File: config.mk
export PLATFORM = sky130hd
export DESIGN_NAME = uart_tx_sequencer
export DESIGN_NICKNAME = d
export VERILOG_FILES = /design/src/rtl/uart_tx_sequencer.sv
export SDC_FILE = /design/constraint.sdc
export NUM_CORES = 1
export LEC_CHECK = 0
export CORE_MARGIN = 5
export CORE_UTILIZATION = 27
export DETAILED_ROUTE_END_ITERATION = 10
export GPL_TIMING_DRIVEN = 1
export PLACE_DENSITY = 0.54
export SETUP_SLACK_MARGIN = 0.4
export SYNTH_ARGS = -nofsm -noshare
export SYNTH_HDL_FRONTEND = slang
export SYNTH_SLANG_ARGS = --single-unit
File: constraint.sdc
create_clock -name clk -period 5.29 [get_ports clk]
set_input_delay 1.058 -clock clk [delete_from_list [all_inputs] [get_ports clk]]
set_output_delay 1.058 -clock clk [all_outputs]
set_load 0.05 [all_outputs]
File: src/rtl/uart_tx_sequencer.sv
// UART transmit sequencer: byte FIFO, baud-rate divider and frame FSM driving tx_out.
// Define TX_PARITY_EN to build the parity bit (odd/even from odd_parity); otherwise frames carry no parity.
module uart_tx_sequencer #(
    parameter int CLK_DIV    = 16,
    parameter int FIFO_DEPTH = 4
) (
    input  logic                          clk,
    input  logic                          reset,
    input  logic                          tx_en,
    input  logic                          two_stop,
    input  logic                          odd_parity,
    input  logic                          wr_valid,
    input  logic [7:0]                    wr_data,
    output logic                          wr_ready,
    output logic                          tx_out,
    output logic                          busy,
    output logic [$clog2(FIFO_DEPTH):0]   fifo_count,
    output logic                          tx_done
);
    localparam int PTR_W = $clog2(FIFO_DEPTH);
    localparam int CNT_W = $clog2(CLK_DIV);
    localparam logic [CNT_W-1:0] BAUD_LAST = CNT_W'(CLK_DIV - 1);
    localparam logic [PTR_W:0]   FIFO_FULL = (PTR_W + 1)'(FIFO_DEPTH);

    typedef enum logic [2:0] {
        ST_IDLE,
        ST_START,
        ST_DATA,
`ifdef TX_PARITY_EN
        ST_PARITY,
`endif
        ST_STOP1,
        ST_STOP2
    } state_t;

    // FIFO storage and pointers
    logic [7:0]       mem [FIFO_DEPTH];
    logic [PTR_W-1:0] wr_ptr_reg;
    logic [PTR_W-1:0] rd_ptr_reg;
    logic [PTR_W:0]   count_reg;
    logic [PTR_W:0]   count_next;
    logic             push;
    logic             pop;
    logic [7:0]       head;

    // Frame FSM state
    state_t           state_reg, state_next;
    logic [CNT_W-1:0] baud_reg, baud_next;
    logic [2:0]       bit_idx_reg, bit_idx_next;
    logic [7:0]       shift_reg, shift_next;
    logic             two_stop_reg, two_stop_next;
    logic             tx_out_reg, tx_out_next;
    logic             tx_done_reg, tx_done_next;
    logic             frame_end;
`ifdef TX_PARITY_EN
    logic             parity_reg, parity_next;
`else
    logic             unused_odd_parity;
    assign unused_odd_parity = odd_parity;
`endif

    // Full is judged on the registered count, so a pop never frees a slot in the same cycle.
    assign wr_ready = (count_reg != FIFO_FULL);
    assign push     = wr_valid && wr_ready;
    assign head     = mem[rd_ptr_reg];

    always_ff @(posedge clk) begin
        if (push) begin
            mem[wr_ptr_reg] <= wr_data;
        end
    end

    always_comb begin
        count_next = count_reg;
        case ({push, pop})
            2'b10:   count_next = count_reg + 1'b1;
            2'b01:   count_next = count_reg - 1'b1;
            default: count_next = count_reg;
        endcase
    end

    always_ff @(posedge clk) begin
        if (reset) begin
            wr_ptr_reg <= '0;
            rd_ptr_reg <= '0;
            count_reg  <= '0;
        end else begin
            if (push) begin
                wr_ptr_reg <= wr_ptr_reg + 1'b1;
            end
            if (pop) begin
                rd_ptr_reg <= rd_ptr_reg + 1'b1;
            end
            count_reg <= count_next;
        end
    end

    always_ff @(posedge clk) begin
        if (reset) begin
            state_reg    <= ST_IDLE;
            baud_reg     <= '0;
            bit_idx_reg  <= '0;
            shift_reg    <= '0;
            two_stop_reg <= 1'b0;
            tx_out_reg   <= 1'b1;
            tx_done_reg  <= 1'b0;
`ifdef TX_PARITY_EN
            parity_reg   <= 1'b0;
`endif
        end else begin
            state_reg    <= state_next;
            baud_reg     <= baud_next;
            bit_idx_reg  <= bit_idx_next;
            shift_reg    <= shift_next;
            two_stop_reg <= two_stop_next;
            tx_out_reg   <= tx_out_next;
            tx_done_reg  <= tx_done_next;
`ifdef TX_PARITY_EN
            parity_reg   <= parity_next;
`endif
        end
    end

    always_comb begin
        state_next    = state_reg;
        baud_next     = baud_reg;
        bit_idx_next  = bit_idx_reg;
        shift_next    = shift_reg;
        two_stop_next = two_stop_reg;
        tx_done_next  = 1'b0;
        tx_out_next   = 1'b1;
        frame_end     = 1'b0;
        pop           = 1'b0;
`ifdef TX_PARITY_EN
        parity_next   = parity_reg;
`endif

        if (state_reg != ST_IDLE) begin
            if (baud_reg == BAUD_LAST) begin
                baud_next = '0;
                case (state_reg)
                    ST_START: begin
                        state_next   = ST_DATA;
                        bit_idx_next = '0;
                    end
                    ST_DATA: begin
                        shift_next   = {1'b0, shift_reg[7:1]};
                        bit_idx_next = bit_idx_reg + 1'b1;
                        if (bit_idx_reg == 3'd7) begin
`ifdef TX_PARITY_EN
                            state_next = ST_PARITY;
`else
                            state_next = ST_STOP1;
`endif
                        end
                    end
`ifdef TX_PARITY_EN
                    ST_PARITY: state_next = ST_STOP1;
`endif
                    ST_STOP1: begin
                        if (two_stop_reg) begin
                            state_next = ST_STOP2;
                        end else begin
                            frame_end = 1'b1;
                        end
                    end
                    ST_STOP2: frame_end = 1'b1;
                    default:  state_next = ST_IDLE;
                endcase
            end else begin
                baud_next = baud_reg + 1'b1;
            end
        end

        if (frame_end) begin
            tx_done_next = 1'b1;
            state_next   = ST_IDLE;
        end

        // A new frame starts from IDLE or straight off the last stop bit, with no idle gap.
        if ((state_reg == ST_IDLE || frame_end) && tx_en && (count_reg != '0)) begin
            pop           = 1'b1;
            shift_next    = head;
            two_stop_next = two_stop;
            baud_next     = '0;
            bit_idx_next  = '0;
            state_next    = ST_START;
`ifdef TX_PARITY_EN
            parity_next   = (^head) ^ odd_parity;
`endif
        end

        case (state_next)
            ST_START:  tx_out_next = 1'b0;
            ST_DATA:   tx_out_next = shift_next[0];
`ifdef TX_PARITY_EN
            ST_PARITY: tx_out_next = parity_next;
`endif
            default:   tx_out_next = 1'b1;
        endcase
    end

    assign tx_out     = tx_out_reg;
    assign tx_done    = tx_done_reg;
    assign busy       = (state_reg != ST_IDLE);
    assign fifo_count = count_reg;

endmodule

==> results.json, run 1 <==
{
  "outcome": "finished, final reports clean",
  "cts-resized-gates": 0,
  "synth_warnings": 0,
  "path_type_of_the_worst_min_delay_path": "flip-flop to flip-flop",
  "finalWirelength_um": 4680,
  "synth.most_common_cell": "sky130_fd_sc_hd__edfxtp_1",
  "global_route_wire_length_before_repair_um": 8140,
  "area_leader_netlist": "sky130_fd_sc_hd__edfxtp_1",
  "numCtsBuffers": 9,
  "buffer_type_at_the_clock_tree_root": "sky130_fd_sc_hd__clkbuf_8",
  "critical_path_peak_fanout": 8,
  "rows": 36,
  "final_util_pct": 32.7,
  "detail_route.drc_violations": 0,
  "syn-num-nets": 238,
  "timing.critical_path.arrival_ns": 1.99,
  "worst-endpoint-required_ns": 4.23,
  "postSynthRegisterBits": 62,
  "post_synthesis_instance_total": 216,
  "power.density_nw_per_um2": 467,
  "cellLeakagePower_uw": 0.00110,
  "worstSetupStartpointType": "flip-flop",
  "synthFlopType": "sky130_fd_sc_hd__edfxtp_1",
  "drt_first_iter_violations": 65,
  "clk_transition_reported_paths_ns": 0.07,
  "final.setup_skew_ns": 0.0116,
  "die_height_um": 109,
  "largest_register_ffs": 32,
  "floorplan.initialDensity_pct": 27.4,
  "cell_count_after_placement": 357,
  "grt.overflow.total": 0,
  "post-synth-top-area-fraction_pct": 36.4,
  "grt_pass1_vias": 1667,
  "max-vdd-ir-drop_v": 0.000165,
  "clock_sinks": 62,
  "grtUsageTotal_pct": 8.95,
  "final_hold_viol_count": 0,
  "finalCritPeriodShare_pct": 57.6,
  "netlist_top_cells_count": "sky130_fd_sc_hd__edfxtp_1, sky130_fd_sc_hd__dfxtp_1, sky130_fd_sc_hd__nor2_1",
  "synth.distinct_cells": 46,
  "die_width_um": 109,
  "die-area_sq_um": 11800,
  "cts_setup_buffers": 0,
  "cts.htree.levels": 3,
  "max_slew.worst_pin.slew_ns": 0.976,
  "core_region_area_sq_um": 9640,
  "drt-wirelength-per-cell_um": 12.5,
  "worst_setup_path_end_kind": "output port",
  "boundaryPins": 21,
  "n_antenna_cell": 0,
  "max-clock-path-buffers": 2,
  "synth_area_per_inst_sq_um": 12.2,
  "dp_worst_setup_slack_ns": 1.87,
  "number_of_enable_flip_flop_cells_after_synthesis": 32,
  "ys_top_cells_by_area": "sky130_fd_sc_hd__edfxtp_1, sky130_fd_sc_hd__dfxtp_1, sky130_fd_sc_hd__mux4_2",
  "dr_total_vias": 1632,
  "final_instance_count_without_filler_cells": 373,
  "mappedNetlistArea_sq_um": 2640,
  "insertion_delay_ns": 0.33,
  "gp_congestion": 0.715,
  "proportion_of_layout_cells_with_a_drive_suffix_above_1_pct": 12.1,
  "final_nets": 257,
  "dp_hpwl_um": 3140,
  "final.min_clock_period_ns": 3.05,
  "detail_route.vias_per_cell": 4.38,
  "setup_viol_count_final": 0,
  "setup_total_negative_slack_ns": 0,
  "grt_antenna_before_repair": 0,
  "tritoncts": "built",
  "synthArstFlopShare_pct": 0,
  "slew_headroom_pct": 34.7,
  "timing.final.max_slew_violations": 0,
  "synth_sequential_area_ratio_pct": 59.2,
  "achievable-frequency_mhz": 328,
  "hold_buffers": 0,
  "final_antenna_net_count": 0,
  "largest_net_degree_at_the_start_of_global_routing": 29,
  "synthToLayoutAreaGrowth_pct": 19.7,
  "drv.max_cap_violation_count": 0,
  "port-buffer-count": 19,
  "drt-pass1-iter-count": 4,
  "worstSetupPathType": "flip-flop to output port",
  "grt_setup_unrepaired": "no",
  "final_critical_path_setup_slack_ns": 2.24
}
## power by group
group	switching [uW]	internal [uW]	total (uW)	leakage [uW]
combinational	210	178	389	0.000447
clock	180	255	435	0.000112
sequential	60.6	589	650	0.000538
## routing by layer
metal  vias up  share of wire [%]  global-route usage [%]
met3         6                3.6                    2.78
met5         -                  0                       0
met1       786                 48                    11.3
met4         0                1.2                    4.06
met2        17                 47                    14.1
li1        823                  -                       -
## placed cells by master (no fill, tap or decap), drive strengths merged, types with 2 or more instances in the layout
master         Yosys  final
nand2             22     22
clkbuf             6     14
edfxtp            32     32
and3               6      6
clkdlybuf4s50      0     19
or3                2      2
dfxtp             30     30
mux2i              3      3
o21a               2      2
mux4               8      8
a22oi              2      2
xnor2              3      3
ha                 7      7
a21oi             11     11
nor2b              4      4
nor3               4      4
clkinv             0      2
inv                6      6
nand3              3      3
and2               2      2
nor2              30     30
a311oi             6      6
mux2               3      3
o21ai              4      4
## critical path: stages, from the launching register on
cell	delay [ns]
sky130_fd_sc_hd__dfxtp_1	0.37
sky130_fd_sc_hd__nor3_1	0.39
sky130_fd_sc_hd__inv_1	0.16
sky130_fd_sc_hd__clkdlybuf4s50_1	0.73
## final timing paths
kind,from,end,slack (ns),depth (start not counted)
setup / recovery,state_reg[0],busy,2.24,3
hold / removal,shift_reg[7],shift_reg[7],0.47,2
setup reg to reg,baud_reg[0],fifo_count[2],2.49,9
hold reg to reg,shift_reg[7],shift_reg[7],0.47,2
## logic make-up after synthesis
group / Yosys count / share of synthesized area, %
adder cells (fa/ha/maj): 8 / 4.08
AO/OA/AOI/OAI: 32 / 8.25
AND/OR/NAND/NOR: 79 / 14.4
multiplexers: 14 / 9.54
flip-flops: 62 / 59.2
XOR/XNOR: 4 / 1.61
buffers and inverters: 17 / 2.89
## cell type report
type                            count  area, sq um
Clock buffer                       14          206
Clock inverter                      2         10.0
Fill cell                        1003         6480
Inverter                            6         22.5
Multi-Input combinational cell    137         1000
Sequential cell                    62         1560
Tap cell                          133          166
Timing Repair Buffer               19          190
## stage by stage
step	instance area, sq um	power [uW]	hold slack, ns
5_1_grt	3160	1570	0.495
6_report	3160	1470	0.474
4_1_cts	3160	1490	0.474
3_5_place_dp	2940	1060	0.466
2_1_floorplan	2640	963	0.448
3_3_place_gp	2940	1050	0.462
(Power assumes the default switching activity.)
==> run 2: changes to the inputs <==
==> constraint.sdc (replaced) <==
create_clock -name clk -period 3.1 [get_ports clk]
set_input_delay 0.62 -clock clk [delete_from_list [all_inputs] [get_ports clk]]
set_output_delay 0.62 -clock clk [all_outputs]
set_load 0.05 [all_outputs]
==> run 2 against run 1 <==
Effect of this change: hold slack worse by 0.00093 ns; cell count is 0.54% higher; setup slack worse by 1.6 ns; register-to-register slack worse by 1.8 ns; wire length is 2.0% higher; global-route usage is 0.28 points higher.
==> results.json, run 2 (synthesized netlist as in run 1, its figures left out) <==
{
  "outcome": "finished, final reports clean",
  "worst_r2r_endpoint": "fifo_count[2]",
  "grt.overflow.total": 0,
  "drv.max_cap_violation_count": 0,
  "timing.hold.worst.start": "shift_reg[4]",
  "floorplan.initialDensity_pct": 27.4,
  "ff2ff_path_depth": 9,
  "max-vdd-ir-drop_v": 0.000344,
  "grtUsageTotal_pct": 9.23,
  "hold-path-endpoint": "shift_reg[3]",
  "worstSetupPathType": "flip-flop to output port",
  "power.density_nw_per_um2": 808,
  "die_height_um": 109,
  "setup_total_negative_slack_ns": 0,
  "tritoncts": "built",
  "crit_chain": "or3b_1 > clkdlybuf4s50_1",
  "proportion_of_layout_cells_with_a_drive_suffix_above_1_pct": 14.0,
  "max_slew.worst_pin.slew_ns": 0.633,
  "rows": 36,
  "clock_sinks": 62,
  "final_nets": 259,
  "buffer_type_at_the_clock_tree_root": "sky130_fd_sc_hd__clkbuf_8",
  "cellLeakagePower_uw": 0.00112,
  "grt_setup_unrepaired": "no",
  "largest_net_degree_at_the_start_of_global_routing": 19,
  "drt-wirelength-per-cell_um": 12.7,
  "path_type_of_the_worst_min_delay_path": "flip-flop to flip-flop",
  "finalCritPeriodShare_pct": 80.7,
  "insertion_delay_ns": 0.33,
  "layout.cells.most_common_list": "sky130_fd_sc_hd__edfxtp_1, sky130_fd_sc_hd__nor2_1, sky130_fd_sc_hd__dfxtp_1",
  "drt_first_iter_violations": 53,
  "worst-endpoint-required_ns": 2.48,
  "grt_pass1_vias": 1694,
  "global_route_wire_length_before_repair_um": 8150,
  "die_width_um": 109,
  "critical_path_peak_fanout": 7,
  "placed_cell_area_sq_um": 2960,
  "timing.final.max_slew_violations": 0,
  "gp_congestion": 0.698,
  "die-area_sq_um": 11800,
  "finalWirelength_um": 4770,
  "dp_hpwl_um": 3240,
  "port-buffer-count": 19,
  "cts.htree.levels": 3,
  "cp_slowest_stage_delay_ns": 0.74,
  "timing.critical_path.arrival_ns": 1.88,
  "core_region_area_sq_um": 9640,
  "min_path_cells": 2,
  "max-clock-path-buffers": 2,
  "detail_route.drc_violations": 0,
  "synthToLayoutAreaGrowth_pct": 20.6,
  "drt-pass1-iter-count": 6,
  "postLayoutCellArea_sq_um": 3180,
  "most_frequent_standard_cell_in_the_layout_excluding_fill_and_tap_cells": "sky130_fd_sc_hd__edfxtp_1",
  "r2r_slack_ns": 0.68,
  "n_antenna_cell": 0,
  "largest_register_ffs": 32,
  "slew_headroom_pct": 57.7,
  "r2r-start": "baud_reg[0]",
  "setup_viol_count_final": 0,
  "final_hold_viol_count": 0,
  "numCtsBuffers": 9,
  "cell_count_after_placement": 359,
  "final.min_clock_period_ns": 2.50,
  "final_instance_count_without_filler_cells": 375,
  "boundaryPins": 21,
  "hold_buffers": 0,
  "critical-path-slowest-cell": "sky130_fd_sc_hd__clkdlybuf4s50_1",
  "clk_transition_reported_paths_ns": 0.07,
  "final_antenna_net_count": 0,
  "final.setup_skew_ns": 0.00638,
  "detail_route.vias_per_cell": 4.34,
  "worstSetupStartpointType": "flip-flop",
  "achievable-frequency_mhz": 400,
  "worst_setup_path_end_kind": "output port",
  "grt_antenna_before_repair": 0,
  "dr_total_vias": 1629
}
run 2: cell count changes in the layout (fill, tap and decap cells not counted), moves of 2 or more:
cell / delta
sky130_fd_sc_hd__clkbuf_16: -3
sky130_fd_sc_hd__buf_4: +2
sky130_fd_sc_hd__bufinv_16: +2
sky130_fd_sc_hd__clkbuf_1: -2
sky130_fd_sc_hd__clkinvlp_4: +2
run 2: critical path, delay by kind of cell (launching register included):
kind,cells,cell delay (ns)
buffers and inverters,1,0.74
and+or+nand+nor,1,0.47
DFF,1,0.34
run 2: timing repair:
action / CTS / global route
setup buffers: 0 / 0
setup endpoints to repair: 0 / 1
gates resized for setup: 0 / 1
run 2: through the flow:
stage | power (uW) | util [%] | worst slack, ns | hold slack (ns)
floorplan | 1640 | - | 0.476 | 0.448
global placement | 1800 | 30.7 | 0.477 | 0.464
detailed placement | 1820 | 30.7 | 0.482 | 0.470
CTS | 2610 | 33.0 | 0.474 | 0.473
global route | 2730 | 33.0 | 0.513 | 0.503
finish | 2570 | 33.0 | 0.597 | 0.473
run 2: cell type report:
class | count | area, sq um
clock inverters | 7 | 97.6
inverters | 6 | 22.5
fillers | 983 | 6460
repair buffers | 21 | 208
well taps | 133 | 166
multi-input cells | 137 | 1000
clock buffers | 9 | 124
flip-flops and latches | 62 | 1560
run 2: worst max path at each step:
stage,startpoint,endpoint,slack (ns),cells after the start
after floorplan,fifo_count[0],fifo_count[2],0.48,8
after global placement,tx_en,fifo_count[2],0.48,8
after detailed placement,tx_en,fifo_count[2],0.48,8
after CTS,state_reg[0],busy,0.47,3
after global routing,fifo_count[0],wr_ready,0.51,2
final,fifo_count[0],wr_ready,0.60,2
run 2: metal layers:
layer	up-vias	track usage [%]	routed length, um
li1	822	-	-
met3	6	3.08	174
met2	23	15.0	2390
met5	-	0	0
met4	0	4.87	46
met1	778	10.8	2170
run 2: power breakdown:
| group | internal, uW | switching [uW] |
|---|---|---|
| Combinational | 312 | 363 |
| Sequential | 1010 | 103 |
| Clock | 455 | 331 |
==> run 3: changes to the inputs <==
--- a/config.mk
+++ b/config.mk
@@ -9,7 +9,7 @@
 export CORE_UTILIZATION = 27
 export DETAILED_ROUTE_END_ITERATION = 10
 export GPL_TIMING_DRIVEN = 1
-export PLACE_DENSITY = 0.54
+export PLACE_DENSITY = 0.56
 export SETUP_SLACK_MARGIN = 0.4
 export SYNTH_ARGS = -nofsm -noshare
 export SYNTH_HDL_FRONTEND = slang
==> constraint.sdc (replaced) <==
create_clock -name clk -period 2.12 [get_ports clk]
set_input_delay 0.424 -clock clk [delete_from_list [all_inputs] [get_ports clk]]
set_output_delay 0.424 -clock clk [all_outputs]
set_load 0.05 [all_outputs]
==> run 3 against run 2 <==
Effect of this change: flip-flop and latch count unchanged; clock power increased by 46%; first-iteration DRC count increased by 47%; hold slack improved by 0.0048 ns; register-to-register slack got worse by 0.63 ns; largest cell class unchanged; largest power group unchanged; highest routed layer unchanged.
==> results.json, run 3 (synthesized netlist as in run 1, its figures left out) <==
{
  "crit_chain": "ha_4 > nand3_4 > nor3_4 > o21ba_4 > nand2_2 > fa_2 > and2_4 > mux2i_1 > mux2_1",
  "drt-wirelength-per-cell_um": 12.3,
  "worst-endpoint-required_ns": 2.34,
  "layout.cells.most_common_list": "sky130_fd_sc_hd__edfxtp_1, sky130_fd_sc_hd__nor2_1, sky130_fd_sc_hd__buf_4",
  "dp_worst_setup_slack_ns": -0.248,
  "insertion_delay_ns": 0.34,
  "timing.hold.worst.start": "shift_reg[7]",
  "grt_pass1_vias": 1781,
  "grt.overflow.total": 0,
  "p_sw_uw": 1230,
  "p_comb_share_pct": 31.7,
  "final.setup_skew_ns": 0.0144,
  "synthToLayoutAreaGrowth_pct": 32.1,
  "worstSetupPathType": "flip-flop to flip-flop",
  "largest_net_degree_at_the_start_of_global_routing": 16,
  "finalCritPeriodShare_pct": 97.7,
  "grt_antenna_before_repair": 0,
  "fin_worst_hold_slack_ns": 0.478,
  "outcome": "finished, final reports clean",
  "drt-pass1-iter-count": 4,
  "clk_transition_reported_paths_ns": 0.08,
  "proportion_of_layout_cells_with_a_drive_suffix_above_1_pct": 30.7,
  "r2r-start": "baud_reg[1]",
  "min_path_cells": 2,
  "cellLeakagePower_uw": 0.00128,
  "final_instance_count_without_filler_cells": 403,
  "max-clock-path-buffers": 2,
  "worstSetupStartpointType": "flip-flop",
  "final_critical_path_setup_slack_ns": 0.0490,
  "power.density_nw_per_um2": 1150,
  "worst_setup_path_end_kind": "flip-flop",
  "hold-path-endpoint": "shift_reg[7]",
  "grt_setup_unrepaired": "yes",
  "dr_total_vias": 1772,
  "critical_path_peak_fanout": 3,
  "worst_r2r_endpoint": "fifo_count[2]",
  "detail_route.vias_per_cell": 4.40,
  "finalWirelength_um": 4960,
  "slew_headroom_pct": 66.9,
  "final_hold_viol_count": 0,
  "achievable-frequency_mhz": 483,
  "die_width_um": 109,
  "drt_first_iter_violations": 78,
  "power.clock.fraction_pct": 28.8,
  "final_util_pct": 36.1,
  "die_height_um": 109,
  "most_frequent_standard_cell_in_the_layout_excluding_fill_and_tap_cells": "sky130_fd_sc_hd__edfxtp_1",
  "rows": 36,
  "cell_count_after_placement": 379,
  "hold_buffers": 0,
  "detail_route.drc_violations": 0,
  "timing.final.max_slew_violations": 0,
  "gp_congestion": 0.778,
  "switching_share_pct": 30.8,
  "n_antenna_cell": 0,
  "path_type_of_the_worst_min_delay_path": "flip-flop to flip-flop",
  "global_route_wire_length_before_repair_um": 8340,
  "finalPower_uw": 4000,
  "drv.max_cap_violation_count": 0,
  "grtUsageTotal_pct": 9.24,
  "timing.critical_path.arrival_ns": 2.29,
  "setup_viol_count_final": 0,
  "cp_slowest_stage_delay_ns": 0.36,
  "r2r_slack_ns": 0.05,
  "final_antenna_net_count": 0,
  "die-area_sq_um": 11800,
  "largest_register_ffs": 32,
  "cts.htree.levels": 3,
  "final_nets": 287,
  "numCtsBuffers": 9,
  "seqPwrFrac_pct": 39.5,
  "fillerInstances": 954,
  "max-vdd-ir-drop_v": 0.000419,
  "final.min_clock_period_ns": 2.07,
  "buffer_type_at_the_clock_tree_root": "sky130_fd_sc_hd__clkbuf_8",
  "critical-path-slowest-cell": "sky130_fd_sc_hd__dfxtp_2",
  "core_region_area_sq_um": 9640,
  "max_slew.worst_pin.slew_ns": 0.498,
  "floorplan.initialDensity_pct": 27.4,
  "p_int_uw": 2770,
  "dp_hpwl_um": 3410,
  "multiInputGateArea_sq_um": 1080,
  "tritoncts": "built",
  "boundaryPins": 21,
  "ff2ff_path_depth": 9,
  "seq_area_sq_um": 1570,
  "port-buffer-count": 19,
  "clock_sinks": 62
}
==> run 3: changes by cell type in the layout (fill, tap and decap cells not counted), moves of 4 or more <==
cell | previous run | this run
sky130_fd_sc_hd__buf_4 | 2 | 29
sky130_fd_sc_hd__clkdlybuf4s50_1 | 18 | 12
sky130_fd_sc_hd__dfxtp_1 | 29 | 25
sky130_fd_sc_hd__dlygate4sd2_1 | 0 | 4
==> run 3: stage by stage <==
step                setup TNS [ns]  instance area (sq um)
floorplan                  -0.0309                   2700
global placement            -0.313                   3150
detailed placement          -0.364                   3150
CTS                              0                   3450
global route               -0.0295                   3480
finish                           0                   3480
==> run 3: worst max-delay path by stage <==
| stage | startpoint | endpoint | slack (ns) | cells after the start |
|---|---|---|---|---|
| floorplan | baud_reg[0] | fifo_count[2] | -0.03 | 10 |
| global placement | tx_en | fifo_count[2] | -0.22 | 8 |
| global route | baud_reg[1] | fifo_count[2] | -0.03 | 9 |
| detailed placement | tx_en | fifo_count[2] | -0.25 | 8 |
| CTS | baud_reg[1] | fifo_count[2] | 0.04 | 9 |
| finish | baud_reg[1] | fifo_count[2] | 0.05 | 9 |
==> run 3: per-layer routing <==
layer	vias to the layer above	track usage (%)	share of wire [%]
met2	24	15.0	49
met1	864	11.0	46
li1	877	-	-
met3	7	3.26	3.4
met4	0	4.33	1.6
met5	-	0	0
==> run 3: what timing repair did <==
action                                  4_1_cts  5_1_grt
resized for setup                            14        9
buffers inserted                              7        1
pin swaps                                     2        1
endpoints found under the setup margin       11       13
==> run 3: cell type report <==
cell class / instances / share of cell area, %
flip-flops and latches: 62 / 45.2
multi-input cells: 137 / 31.1
repair buffers: 49 / 11.9
well taps: 133 / 4.78
clock buffers: 9 / 3.56
clock inverters: 7 / 2.80
inverters: 6 / 0.647
==> run 3: worst max-delay path, delay by kind of cell (launching register included) <==
family                     cells  cell delay (ns)
muxes                          2             0.47
DFF                            1             0.36
AOI/OAI and AO/OA              1             0.18
and+or+nand+nor                4             0.44
adders and majority gates      2             0.48
==> run 3: power groups by stage <==
stage          Clock, uW  Combinational [uW]  Sequential [uW]
2_1_floorplan          0                 749             1700
3_5_place_dp           0                1150             1620
4_1_cts             1180                1260             1580
6_report            1150                1270             1580
3_3_place_gp           0                1150             1610
5_1_grt             1250                1390             1610
